[src/rtl/rvfi_chk_pkg.sv]
// Shared constants for the RVFI commit checker: error-class bit positions and marker/halt encodings.
// No logic; no latency or backpressure.
package rvfi_chk_pkg;

  localparam int ERR_PACK     = 0;
  localparam int ERR_ORDER    = 1;
  localparam int ERR_PC       = 2;
  localparam int ERR_TIMEOUT  = 3;
  localparam int ERR_POSTHALT = 4;
  localparam int NUM_ERR      = 5;

  localparam logic [31:0] INST_START    = 32'h00102013;
  localparam logic [31:0] INST_STOP     = 32'h00202013;
  localparam logic [31:0] INST_BEQ_SELF = 32'h00000063;
  localparam logic [31:0] INST_JAL_SELF = 32'h0000006f;

endpackage

[src/rtl/rvfi_chk_lane.sv]
// Per-lane classifier: flags self-loop halts and measurement start/stop markers.
// Purely combinational, zero latency; no backpressure.
module rvfi_chk_lane
  import rvfi_chk_pkg::*;
(
  input  logic [31:0] inst,
  input  logic [31:0] pc_rdata,
  input  logic [31:0] pc_wdata,
  output logic        is_halt,
  output logic        is_start,
  output logic        is_stop
);

  assign is_halt  = (pc_rdata == pc_wdata) || (inst == INST_BEQ_SELF) || (inst == INST_JAL_SELF);
  assign is_start = (inst == INST_START);
  assign is_stop  = (inst == INST_STOP);

endmodule

[config.mk]
export PLATFORM = sky130hd
export DESIGN_NAME = rvfi_chk_lane
export DESIGN_NICKNAME = d
export VERILOG_FILES = /design/src/rtl/rvfi_chk_pkg.sv /design/src/rtl/rvfi_chk_lane.sv
export SDC_FILE = /design/constraint.sdc
export NUM_CORES = 1
export LEC_CHECK = 0
export BUFFER_PORTS_ARGS = -buffer_cell sky130_fd_sc_hd__buf_2
export CORE_ASPECT_RATIO = 0.8
export CORE_UTILIZATION = 28
export DETAILED_ROUTE_END_ITERATION = 8
export GPL_ROUTABILITY_DRIVEN = 0
export MAX_ROUTING_LAYER = met4
export PLACE_DENSITY = 0.95
export SLEW_MARGIN = 20
export SYNTH_ARGS = -nofsm -noshare
export SYNTH_HDL_FRONTEND = slang
export SYNTH_SLANG_ARGS = --single-unit
export TNS_END_PERCENT = 20
[constraint.sdc]
create_clock -name vclk -period 2.3
set_input_delay 0.23 -clock vclk [all_inputs]
set_output_delay 0.23 -clock vclk [all_outputs]
set_load 0.02 [all_outputs]
# Word-level counts from Yosys, hierarchy flattened
# Index checks and enable logic that the tools add are counted.
[word_totals] reg_bits=0 in_bits=96 out_inout_bits=3 wordCells=7
[classes] n_eq_ne=5 n_reduce_logical=2
[ops] cell="32-bit by 7-bit equality test with 1-bit output (second input constant)" n=2
[ops] cell="32-bit by 21-bit equality test with 1-bit output (second input constant)" n=1
[ops] cell="32-bit by 22-bit equality test with 1-bit output (second input constant)" n=1
[ops] cell="32-bit equality test" n=1
[ops] cell="1-bit logical OR" n=2

# Logic depth before layout (Yosys ltp)
[logic_depth] depth_word=3 ltp_mapped=4 ltp_nobuf=4

# Worst setup path after synthesis
# OpenSTA, ideal clock, no wires.
[synth_timing] kind="in2out" from="input port inst[27]" to="output port is_start" arrival_ns=1.105 t_required_ns=2.070 slack_ns=0.965 path_stages=4 path_buffers=0 cell_sequence="nor4_1 -> and4_1 -> and4_1 -> and3b_1"
[synth_via] elab_chain_len=1
[synth_rtl] item="from (decl)" line_no="rvfi_chk_lane.sv:6" rtl="input logic [31:0] inst,"
[synth_rtl] item="32-bit by 21-bit equality test with 1-bit output" line_no="rvfi_chk_lane.sv:15" rtl="assign is_start = (inst == INST_START);"
[synth_rtl] item="to (decl)" line_no="rvfi_chk_lane.sv:10" rtl="output logic is_start,"
# No other way between the ends.

# Worst setup path in the final report
[layout_timing] from="input port inst[27]" to="output port is_stop"
[layout_via] elab_chain_len=1
[layout_rtl] item="32-bit by 22-bit equality test with 1-bit output" line_no="rvfi_chk_lane.sv:16" rtl="assign is_stop = (inst == INST_STOP);"
[layout_rtl] item="to (decl)" line_no="rvfi_chk_lane.sv:11" rtl="output logic is_stop"
# No other way between the ends.

==> summary.md <==
| Metric | Value |
|---|---|
| Syn nets | 155 |
| Largest net degree at the start of global routing | 4 |
| GR Util met1 | 17.12% |
| Routed vias/inst | 4.711 |
| Mapped cell area | 485.5 um2 |
| Hold Vio Cnt, Final | 0 |
| Drt total wl | 1852 um |
| Syn Area/Cell | 8.228 um2 |
| Post-cts resize count | 0 |
| CP Data Required Time | 2.07 ns |
| Nets | 256 |
| Gr ovfl total | 0 |
| Power density over the cells | 141.6 mW/mm2 |
| Die Height | 39.24 um |
| Worst Setup Path Type | input pin to output port |
| Row count | 13 |
| Max-slew violation count | 0 |
| TritonRoute pass-1 iters | 4 |
| Post-Place Cells | 180 |
| Cells after Synth | 59 |
| Max Cap Violations | 0 |
| Final Cycle Share | 67.75% |
| Status | completed |
| Slew @ Worst Pin | 0.3117 ns |
| FMAX | 641.7 MHz |
| GR Util met3 | 3.529% |
| Critical-path cell list | buf_2, nor4_1, and4_1, and4_1, and3b_1, buf_2 |
| GR Util met2 | 42.25% |
| Seq Cell Count | 0 |
| Slew headroom | 79.03% |
| WL/cell | 10.29 um |
| FF+latch area | 0 um2 |
| Max incr delay on CP | 0.27 ns |
| # port buffers | 99 |
| GRT Util Overall | 18.77% |
| Area Growth Syn to Fin | 107.7% |
| Setup TNS | 0 ns |
| Starting DRT DRC Count | 10 |
| Die area | 0.001905 mm2 |
| Core area | 0.001627 mm2 |
| Busiest grt layer | met2 |
| RSZ-0062 raised after global routing | no |
| Vias in the first global route | 745 |
| Minimum clock period | 1.558 ns |
| Initial antenna violation count | 0 |
| Yosys Warn Count | 0 |
| Final cell count without fillers | 180 |
| Endpoint type of the worst setup path | output port |
| Worst VDD drop | 0.08178 mV |
| Setup-failing EPs final | 0 |
| Post-synthesis sequential area ratio | 0% |
| Worst-path fanout max | 2 |
| Slowest cell on crit path | nor4_1 |
| DPL Wire Length | 1770 um |
| N_diodes | 0 |
| Post-CTS Setup Inserts | 0 |
| Fill count | 165 |
| Hold_buf cts | 0 |
| Synth cell types | 10 |
| Post-DRT Antenna Nets | 0 |
| First-pass GRT wire length | 2732 um |
| Die W | 48.56 um |
| Layout cells sized above 1 | 63.92% |
| Leakage dissipation | 0.5741 nW |
| WP data arrival | 1.33 ns |
| CP startpoint kind | input pin |
| # DRC | 0 |
| IO Pins | 99 |
| Hold Crit Class | input pin to output port |
| Via count | 848 |
| Critical path's top delay family | simple AND/OR/NAND/NOR gates |
| Worst Path Buf+Inv | 2 |
| Starting density of the core | 29.85% |
| Clock buffers | 0 |
## metal layers
metal | vias up | routed length (um) | part of all wire, %
met5 | - | 0 | 0
met1 | 361 | 569 | 31
li1 | 424 | - | -
met2 | 59 | 1045 | 56
met3 | 4 | 208 | 11
met4 | 0 | 29 | 1.6
## kinds of logic (layout without fill, tap and decap cells)
logic type | after synthesis | in the layout | synth area share, %
buffers and inverters | 0 | 99 | 0
AND/OR/NAND/NOR | 25 | 25 | 39.43
XOR/XNOR | 33 | 33 | 59.54
AO/OA/AOI/OAI | 1 | 1 | 1.030
## stage by stage
stage	cell area [um2]	hold WS, ns	setup WS (ns)	utilization (%)	power, mW
2_1_floorplan	485.5	0.6713	0.9651	-	0.04553
3_3_place_gp	1008	0.8411	0.7809	62.00	0.1364
3_5_place_dp	1008	0.8481	0.7246	62.00	0.1440
4_1_cts	1008	0.8479	0.7208	62.00	0.1444
5_1_grt	1008	0.8764	0.6635	62.00	0.1591
6_report	1008	0.8465	0.7417	62.00	0.1428
## worst paths after layout
path / start / slack (ns) / cells after the start / end
hold / removal: inst[20] / 0.85 / 3 / is_start
setup / recovery: inst[27] / 0.74 / 6 / is_stop
## cells in the final DEF, fill, tap and decap left out, drive strengths merged
cell type  count
nor4          14
and4           2
nor3           1
and3b          2
nand4          3
o21ai          1
nand4bb        2
nor4bb         1
xor2          33
buf           99
## synth_stat cells, drive strengths merged
| cell type | instances | area [um2] |
|---|---|---|
| and3b | 2 | 17.52 |
| and4 | 2 | 17.52 |
| nand4 | 3 | 18.77 |
| nand4bb | 2 | 22.52 |
| nor3 | 1 | 5.000 |
| nor4 | 14 | 100.1 |
| nor4bb | 1 | 10.01 |
| o21ai | 1 | 5.000 |
| xor2 | 33 | 289.0 |
## report_power, final
part / leakage [nW] / switching, mW / internal (mW)
clock network: 0 / 0 / 0
logic: 0.574 / 0.0554 / 0.0875
registers: 0 / 0 / 0
total: 0.574 / 0.0554 / 0.0875
## final cells by class
class	instances	area (um2)	area share, %
tap	22	27.53	2.730
timing repair buffer	99	495.5	49.13
multi-input combinational	59	485.5	48.14
(Power assumes the default switching activity.)
